<file path="src/rtl/cella_array_pkg.sv">
// Shared definitions for the CIM array command path: op codes, sequencer states
// and the {bank,row,col} address packing used on the array bus.
package cella_array_pkg;

  localparam logic [1:0] OP_MAC   = 2'b00;
  localparam logic [1:0] OP_WRITE = 2'b01;
  localparam logic [1:0] OP_CAM   = 2'b10;
  localparam logic [1:0] OP_IDLE  = 2'b11;

  typedef enum logic [2:0] {
    S_IDLE  = 3'd0,
    S_WRITE = 3'd1,
    S_MAC   = 3'd2,
    S_CAM   = 3'd3,
    S_DONE  = 3'd4
  } seq_state_e;

  // Column field is always zero; callers size-cast the result to their bus width.
  function automatic logic [31:0] pack_addr(input logic [31:0] bank, input logic [31:0] row,
                                            input int row_aw, input int col_aw);
    return (bank << (row_aw + col_aw)) | (row << col_aw);
  endfunction

endpackage

</file>
<file path="src/rtl/cella_addr_counter.sv">
// Bank-major / row-minor position counter. Exposes the position after an
// increment so the sequencer can register the next command in the same cycle.
module cella_addr_counter #(
  parameter int NUM_BANKS = 16,
  parameter int NUM_ROWS  = 4,
  parameter int BANK_AW   = 4,
  parameter int ROW_AW    = 2
) (
  input  logic               clk,
  input  logic               rst_n,
  input  logic               clr_i,
  input  logic               inc_i,
  output logic [BANK_AW-1:0] bank_nxt_o,
  output logic [ROW_AW-1:0]  row_nxt_o,
  output logic               row_last_o,
  output logic               last_o
);

  localparam logic [BANK_AW-1:0] BANK_MAX = BANK_AW'(NUM_BANKS - 1);
  localparam logic [ROW_AW-1:0]  ROW_MAX  = ROW_AW'(NUM_ROWS - 1);

  logic [BANK_AW-1:0] bank_q, bank_d;
  logic [ROW_AW-1:0]  row_q, row_d;
  logic               bank_last_s;

  // Row wraps at NUM_ROWS-1 (not at a power of two) and carries into the bank.
  always_comb begin
    bank_last_s = (bank_q == BANK_MAX);
    row_last_o  = (row_q == ROW_MAX);
    last_o      = bank_last_s & row_last_o;
    if (row_last_o) begin
      row_nxt_o  = '0;
      bank_nxt_o = bank_last_s ? '0 : bank_q + BANK_AW'(1);
    end else begin
      row_nxt_o  = row_q + ROW_AW'(1);
      bank_nxt_o = bank_q;
    end
  end

  always_comb begin
    if (clr_i) begin
      bank_d = '0;
      row_d  = '0;
    end else if (inc_i) begin
      bank_d = bank_nxt_o;
      row_d  = row_nxt_o;
    end else begin
      bank_d = bank_q;
      row_d  = row_q;
    end
  end

  always_ff @(posedge clk or negedge rst_n) begin
    if (!rst_n) begin
      bank_q <= '0;
      row_q  <= '0;
    end else begin
      bank_q <= bank_d;
      row_q  <= row_d;
    end
  end

endmodule

</file>
<file path="src/rtl/array_cmd_sequencer.sv">
// Command generator for the CIM array: on start walks the enabled WRITE sweep,
// MAC row burst and CAM lookup, driving a registered valid/ready command bus.
module array_cmd_sequencer
  import cella_array_pkg::*;
#(
  parameter int NUM_BANKS = 16,
  parameter int NUM_ROWS  = 4,
  parameter int COL_AW    = 3,
  parameter int DW        = 16,
  localparam int BANK_AW  = (NUM_BANKS > 1) ? $clog2(NUM_BANKS) : 1,
  localparam int ROW_AW   = (NUM_ROWS > 1) ? $clog2(NUM_ROWS) : 1,
  localparam int ADDR_W   = BANK_AW + ROW_AW + COL_AW
) (
  input  logic              clk,
  input  logic              rst_n,
  input  logic              start,
  input  logic              abort,
  input  logic              en_write,
  input  logic              en_mac,
  input  logic              en_cam,
  input  logic [DW-1:0]     seed,
  input  logic [DW-1:0]     mac_vec,
  input  logic [DW-1:0]     cam_key,
  input  logic [DW-1:0]     cam_vec,
  input  logic              cmd_ready,
  output logic              cmd_valid,
  output logic [1:0]        op_code,
  output logic [ADDR_W-1:0] addr,
  output logic [DW-1:0]     data_bank,
  output logic [DW-1:0]     data_in,
  output logic              busy,
  output logic              done
);

  seq_state_e        state_q, state_d;
  logic              cmd_valid_q, cmd_valid_d;
  logic [1:0]        op_q, op_d;
  logic [ADDR_W-1:0] addr_q, addr_d;
  logic [DW-1:0]     data_bank_q, data_bank_d;
  logic [DW-1:0]     data_in_q, data_in_d;
  logic              busy_q, busy_d;
  logic              done_q, done_d;

  logic              en_mac_q, en_cam_q;
  logic [DW-1:0]     seed_q, mac_vec_q, cam_key_q, cam_vec_q;
  logic [DW-1:0]     seed_s, mac_vec_s, cam_key_s, cam_vec_s;

  logic              xfer_s, load_s, cfg_load_s, cnt_clr_s, cnt_inc_s;
  seq_state_e        first_s, after_write_s, after_mac_s, tgt_s;
  logic [BANK_AW-1:0] bank_nxt_s, pos_bank_s;
  logic [ROW_AW-1:0]  row_nxt_s, pos_row_s;
  logic              row_last_s, last_s;

  logic              img_valid_s;
  logic [1:0]        img_op_s;
  logic [ADDR_W-1:0] img_addr_s;
  logic [DW-1:0]     img_bank_s, img_in_s;

  cella_addr_counter #(
    .NUM_BANKS(NUM_BANKS),
    .NUM_ROWS (NUM_ROWS),
    .BANK_AW  (BANK_AW),
    .ROW_AW   (ROW_AW)
  ) u_cnt (
    .clk       (clk),
    .rst_n     (rst_n),
    .clr_i     (cnt_clr_s),
    .inc_i     (cnt_inc_s),
    .bank_nxt_o(bank_nxt_s),
    .row_nxt_o (row_nxt_s),
    .row_last_o(row_last_s),
    .last_o    (last_s)
  );

  assign xfer_s = cmd_valid_q & cmd_ready;

  // The first command is built from live inputs since config is captured on that same edge.
  always_comb begin
    if (state_q == S_IDLE) begin
      seed_s    = seed;
      mac_vec_s = mac_vec;
      cam_key_s = cam_key;
      cam_vec_s = cam_vec;
    end else begin
      seed_s    = seed_q;
      mac_vec_s = mac_vec_q;
      cam_key_s = cam_key_q;
      cam_vec_s = cam_vec_q;
    end
  end

  always_comb begin
    if (en_write)      first_s = S_WRITE;
    else if (en_mac)   first_s = S_MAC;
    else if (en_cam)   first_s = S_CAM;
    else               first_s = S_DONE;
    if (en_mac_q)      after_write_s = S_MAC;
    else if (en_cam_q) after_write_s = S_CAM;
    else               after_write_s = S_DONE;
    if (en_cam_q)      after_mac_s = S_CAM;
    else               after_mac_s = S_DONE;
  end

  always_comb begin
    state_d    = state_q;
    tgt_s      = S_IDLE;
    pos_bank_s = '0;
    pos_row_s  = '0;
    load_s     = 1'b0;
    cfg_load_s = 1'b0;
    cnt_clr_s  = 1'b0;
    cnt_inc_s  = 1'b0;
    busy_d     = busy_q;
    done_d     = 1'b0;
    if (abort) begin
      state_d   = S_IDLE;
      cnt_clr_s = 1'b1;
      busy_d    = 1'b0;
    end else begin
      case (state_q)
        S_IDLE: begin
          if (start) begin
            cfg_load_s = 1'b1;
            cnt_clr_s  = 1'b1;
            busy_d     = 1'b1;
            load_s     = 1'b1;
            state_d    = first_s;
            tgt_s      = first_s;
          end else begin
            state_d = S_IDLE;
          end
        end
        S_WRITE: begin
          if (xfer_s && last_s) begin
            load_s    = 1'b1;
            cnt_clr_s = 1'b1;
            state_d   = after_write_s;
            tgt_s     = after_write_s;
          end else if (xfer_s) begin
            load_s     = 1'b1;
            cnt_inc_s  = 1'b1;
            tgt_s      = S_WRITE;
            pos_bank_s = bank_nxt_s;
            pos_row_s  = row_nxt_s;
          end else begin
            state_d = S_WRITE;
          end
        end
        S_MAC: begin
          if (xfer_s && row_last_s) begin
            load_s    = 1'b1;
            cnt_clr_s = 1'b1;
            state_d   = after_mac_s;
            tgt_s     = after_mac_s;
          end else if (xfer_s) begin
            load_s    = 1'b1;
            cnt_inc_s = 1'b1;
            tgt_s     = S_MAC;
            pos_row_s = row_nxt_s;
          end else begin
            state_d = S_MAC;
          end
        end
        S_CAM: begin
          if (xfer_s) begin
            load_s  = 1'b1;
            state_d = S_DONE;
            tgt_s   = S_DONE;
          end else begin
            state_d = S_CAM;
          end
        end
        S_DONE: begin
          state_d = S_IDLE;
          busy_d  = 1'b0;
          done_d  = 1'b1;
        end
        default: begin
          state_d = S_IDLE;
          busy_d  = 1'b0;
        end
      endcase
    end
  end

  // Command image for the phase being entered or continued; non-command targets idle the bus.
  always_comb begin
    img_valid_s = 1'b0;
    img_op_s    = OP_IDLE;
    img_addr_s  = addr_q;
    img_bank_s  = data_bank_q;
    img_in_s    = data_in_q;
    case (tgt_s)
      S_WRITE: begin
        img_valid_s = 1'b1;
        img_op_s    = OP_WRITE;
        img_addr_s  = ADDR_W'(pack_addr(32'(pos_bank_s), 32'(pos_row_s), ROW_AW, COL_AW));
        img_bank_s  = seed_s + DW'(pos_bank_s) + DW'(pos_row_s);
        img_in_s    = '0;
      end
      S_MAC: begin
        img_valid_s = 1'b1;
        img_op_s    = OP_MAC;
        img_addr_s  = ADDR_W'(pack_addr(32'd0, 32'(pos_row_s), ROW_AW, COL_AW));
        img_bank_s  = '0;
        img_in_s    = mac_vec_s;
      end
      S_CAM: begin
        img_valid_s = 1'b1;
        img_op_s    = OP_CAM;
        img_addr_s  = '0;
        img_bank_s  = cam_key_s;
        img_in_s    = cam_vec_s;
      end
      default: begin
        img_valid_s = 1'b0;
        img_op_s    = OP_IDLE;
      end
    endcase
  end

  // Bus only changes on start, on acceptance or on abort, so a stalled command stays put.
  always_comb begin
    cmd_valid_d = cmd_valid_q;
    op_d        = op_q;
    addr_d      = addr_q;
    data_bank_d = data_bank_q;
    data_in_d   = data_in_q;
    if (abort) begin
      cmd_valid_d = 1'b0;
      op_d        = OP_IDLE;
    end else if (load_s) begin
      cmd_valid_d = img_valid_s;
      op_d        = img_op_s;
      addr_d      = img_addr_s;
      data_bank_d = img_bank_s;
      data_in_d   = img_in_s;
    end else begin
      cmd_valid_d = cmd_valid_q;
      op_d        = op_q;
    end
  end

  always_ff @(posedge clk or negedge rst_n) begin
    if (!rst_n) begin
      state_q     <= S_IDLE;
      cmd_valid_q <= 1'b0;
      op_q        <= OP_IDLE;
      addr_q      <= '0;
      data_bank_q <= '0;
      data_in_q   <= '0;
      busy_q      <= 1'b0;
      done_q      <= 1'b0;
    end else begin
      state_q     <= state_d;
      cmd_valid_q <= cmd_valid_d;
      op_q        <= op_d;
      addr_q      <= addr_d;
      data_bank_q <= data_bank_d;
      data_in_q   <= data_in_d;
      busy_q      <= busy_d;
      done_q      <= done_d;
    end
  end

  always_ff @(posedge clk or negedge rst_n) begin
    if (!rst_n) begin
      en_mac_q  <= 1'b0;
      en_cam_q  <= 1'b0;
      seed_q    <= '0;
      mac_vec_q <= '0;
      cam_key_q <= '0;
      cam_vec_q <= '0;
    end else if (cfg_load_s) begin
      en_mac_q  <= en_mac;
      en_cam_q  <= en_cam;
      seed_q    <= seed;
      mac_vec_q <= mac_vec;
      cam_key_q <= cam_key;
      cam_vec_q <= cam_vec;
    end else begin
      en_mac_q  <= en_mac_q;
      en_cam_q  <= en_cam_q;
      seed_q    <= seed_q;
      mac_vec_q <= mac_vec_q;
      cam_key_q <= cam_key_q;
      cam_vec_q <= cam_vec_q;
    end
  end

  assign cmd_valid = cmd_valid_q;
  assign op_code   = op_q;
  assign addr      = addr_q;
  assign data_bank = data_bank_q;
  assign data_in   = data_in_q;
  assign busy      = busy_q;
  assign done      = done_q;

endmodule
</file>
<file path="config.mk">
export PLATFORM = sky130hd
export DESIGN_NAME = array_cmd_sequencer
export DESIGN_NICKNAME = d
export VERILOG_FILES = /design/src/rtl/cella_array_pkg.sv /design/src/rtl/cella_addr_counter.sv /design/src/rtl/array_cmd_sequencer.sv
export SDC_FILE = /design/constraint.sdc
export NUM_CORES = 1
export LEC_CHECK = 0
export ABC_AREA = 1
export CAP_MARGIN = 40
export CORE_MARGIN = 3
export CORE_UTILIZATION = 54
export CTS_BUF_LIST = sky130_fd_sc_hd__clkbuf_8
export DETAILED_ROUTE_END_ITERATION = 7
export MAX_ROUTING_LAYER = met4
export PLACE_DENSITY = 0.94
export SLEW_MARGIN = 10
export SYNTH_ARGS = -nofsm -noshare
export SYNTH_HDL_FRONTEND = slang
export SYNTH_SLANG_ARGS = --single-unit
</file>
<file path="constraint.sdc">
create_clock -name clk -period 4.5 [get_ports clk]
set_input_delay 0.9 -clock clk [delete_from_list [all_inputs] [get_ports clk]]
set_output_delay 0.9 -clock clk [all_outputs]
set_load 0.01 [all_outputs]
</file>
==> flow_summary.json <==
{
  "outcome": "finished, final reports clean",
  "cts_buffer_depth": 2,
  "dr.pass1.iters": 5,
  "dr_wl_met3_mm": 1.31,
  "post-route-util_pct": 68.9,
  "initialDrtViolationCount": 517,
  "synth_edf_count": 0,
  "p_leak_nw": 3.86,
  "cp_max_fo": 6,
  "routed_wl_mm": 16.4,
  "cp_num_cells": 23,
  "hold_class": "input pin to async pin",
  "area_delta_synth_final_pct": 24.2,
  "netlist_instances": 855,
  "dieArea_um2": 13100,
  "fin_ws_ns": 0.593,
  "ir_drop_uv": 285,
  "fin_tns_setup_ns": 0,
  "synth_warnings": 0,
  "die_height_um": 115,
  "dr_wl_met2_mm": 7.74,
  "num_vias": 5943,
  "grt_max_degree": 76,
  "final_antenna_net_count": 0,
  "yosysTopAreaCell": "dfrtp_1",
  "fillers": 893,
  "port_buffers": 114,
  "final.min_clock_period_ns": 3.91,
  "timing.rr.start": "state_q[2]",
  "drc": 0,
  "crit_top_cell": "nand2_1",
  "hpwlAfterDp_mm": 11.6,
  "rows": 39,
  "rsz0062_at_grt": "no",
  "clkSinkCount": 118,
  "max-cap-violations": 0,
  "synth_top_area_share_pct": 45.6,
  "arrival_ns": 4.30,
  "cp_slowest_cell": "fa_1",
  "path_class": "input pin to flip-flop",
  "critical-path-max-stage-delay_ns": 0.51,
  "diodes": 0,
  "wl_met1_mm": 6.88,
  "ys_seq_area_share_pct": 46.4,
  "fin_crit_sh_pct": 86.8,
  "wl_per_cell_um": 14.7,
  "cp_top_family": "simple AND/OR/NAND/NOR gates",
  "slew_viol_final": 0,
  "grt_pass1_wl_mm": 26.8,
  "rr_endpoint": "data_bank[11]",
  "gp_congestion": 0.989,
  "final_layout_size_suffix_gt1_share_pct": 6.60,
  "critPathBufInv": 3,
  "clkTransAtPathRegs_ns": 0.07,
  "nets": 1043,
  "end_kind": "flip-flop",
  "io_pins": 118,
  "worst_setup_path_start_kind": "input pin",
  "grt_pass1_vias": 5766,
  "max_freq_ghz": 0.256,
  "start_util_pct": 55.5,
  "cellPowerDensity_nw_per_um2": 427,
  "cts_hold_buf": 0,
  "synth-seq-cells": 118,
  "synthArstFlopShare_pct": 100,
  "r2r_cells": 23,
  "path_cells": "clkdlybuf4s50_1 > nand2_1 > inv_1 > nand3_1 > nand2_1 > nand2_1 > nor2_1 > nand2_1 > fa_1 > inv_1 > ha_1 > fa_1 > nand2_1 > nand2_1 > nand2_1 > nand2_1 > nand4_1 > nor2_1 > nor2_1 > nand2_1 > nand2_1 > nand2_1 > nand2_1",
  "ff2ff_setup_slack_ns": 0.78,
  "antenna_found_initial": 0,
  "hold_violations": 0,
  "drt-vias-per-instance": 5.34,
  "insertion_delay_ns": 0.45,
  "tightest_slew_ns": 0.660,
  "yosys-top-cells-area": "dfrtp_1 (46%), nand2_1 (18%), o21ai_0 (9.4%)",
  "synthFlopType": "dfrtp_1",
  "cp.required_ns": 4.89,
  "cts_tree": "yes",
  "cts-root-buf": "clkbuf_8",
  "setup_viol": 0,
  "avgSynthCellArea_um2": 7.44,
  "syn-cell-area_um2": 6360,
  "cts_buffers": 17,
  "die_x_um": 115,
  "grtUsageTotal_pct": 26.7,
  "ys_types": 41,
  "overflow": 0,
  "skew_ns": 0.00904,
  "slew-limit-headroom_pct": 56.0,
  "htreeDepth": 4,
  "dp_slack_ns": 0.175,
  "cts_resized": 0,
  "highest_layer": "met4",
  "core_um2": 11500,
  "post-cts-setup-buffers": 0
}
-- layout make-up --
type,count,area [um2],share of cell area [%]
clock inverter,9,65.1,0.823
timing repair buffer,123,1230,15.5
clock buffer,20,275,3.48
sequential,118,2960,37.4
inverter,92,348,4.40
multi-input combinational,608,2850,36.1
tap,143,179,2.26
-- cell families (layout without fill, tap and decap cells) --
group / count (synthesis) / count (layout) / share of synthesized area (%)
fa+ha+maj: 11 / 11 / 2.52
compound gates: 149 / 149 / 12.3
other cells: 1 / 3 / 0.0589
buf+inv: 131 / 244 / 8.93
flops: 118 / 118 / 46.4
simple gates: 442 / 442 / 29.4
xor+xnor: 3 / 3 / 0.413
-- Yosys cell counts, types with 8 or more instances --
| master | instances |
|---|---|
| nand2_1 | 309 |
| o21ai_0 | 120 |
| dfrtp_1 | 116 |
| inv_1 | 86 |
| nand3_1 | 54 |
| nor2_1 | 50 |
| clkbuf_1 | 18 |
| a21oi_1 | 14 |
| buf_2 | 11 |
| ha_1 | 8 |
-- power by group --
part	switching, mW	internal [mW]	total (mW)	leakage [nW]
sequential	0.138	1.33	1.47	1.48
combinational	0.578	0.469	1.05	2.19
clock	0.402	0.458	0.859	0.195
total	1.12	2.26	3.37	3.86
-- metal layers --
layer / vias to the layer above / GRT usage (%)
li1: 2907 / -
met1: 2753 / 33.1
met2: 242 / 41.3
met3: 41 / 7.24
met4: 0 / 11.3
met5: - / -
-- placed cells by master, fill, tap and decap left out, types with 2 or more instances in the layout --
master	n
a31oi_1	5
clkbuf_8	20
or2_2	3
clkdlybuf4s50_1	113
buf_4	9
inv_2	5
nand3_4	2
xor2_1	3
nand4_1	4
nor2_2	3
nand2_1	309
o21a_1	2
nand2_4	2
a21oi_1	14
nand3_1	54
dfrtp_1	116
inv_1	90
nor2_4	3
clkinv_2	4
nand3_2	3
conb_1	3
nor3_1	2
nand2_2	2
dfstp_2	2
fa_1	3
o21bai_1	3
o21ai_0	120
ha_1	8
nor2_1	50
-- worst max path at each step --
| stage | from | endpoint | slack, ns |
|---|---|---|---|
| final | cmd_ready | data_bank[11] | 0.59 |
| after global routing | cmd_ready | data_bank[13] | 0.24 |
| after CTS | cmd_ready | data_bank[11] | 0.64 |
| after detailed placement | cmd_ready | data_bank[11] | 0.18 |
| after global placement | cmd_ready | data_bank[13] | 0.22 |
| after floorplan | cmd_ready | data_bank[13] | 0.97 |
-- per-stage QoR --
| step | cells | power, mW | cell area, um2 | hold WS (ns) |
|---|---|---|---|---|
| after floorplan | 857 | 2.02 | 6370 | 0.442 |
| after global placement | 1083 | 2.47 | 7530 | 0.455 |
| after detailed placement | 1084 | 2.52 | 7560 | 0.463 |
| after CTS | 1113 | 3.39 | 7900 | 0.270 |
| after global routing | 1113 | 3.59 | 7900 | 0.269 |
| final | 1113 | 3.37 | 7900 | 0.289 |
-- sequential cells by signal, indices dropped and copies added, names as in the netlist, 2 cells and up --
name          count
cam_key_q        16
addr              6
data_bank        16
cam_vec_q        16
state_q           3
u_cnt.bank_q      4
mac_vec_q        16
seed_q           16
data_in          16
u_cnt.row_q       2
op_code           2
No activity file was read; power rests on OpenSTA's default activity.
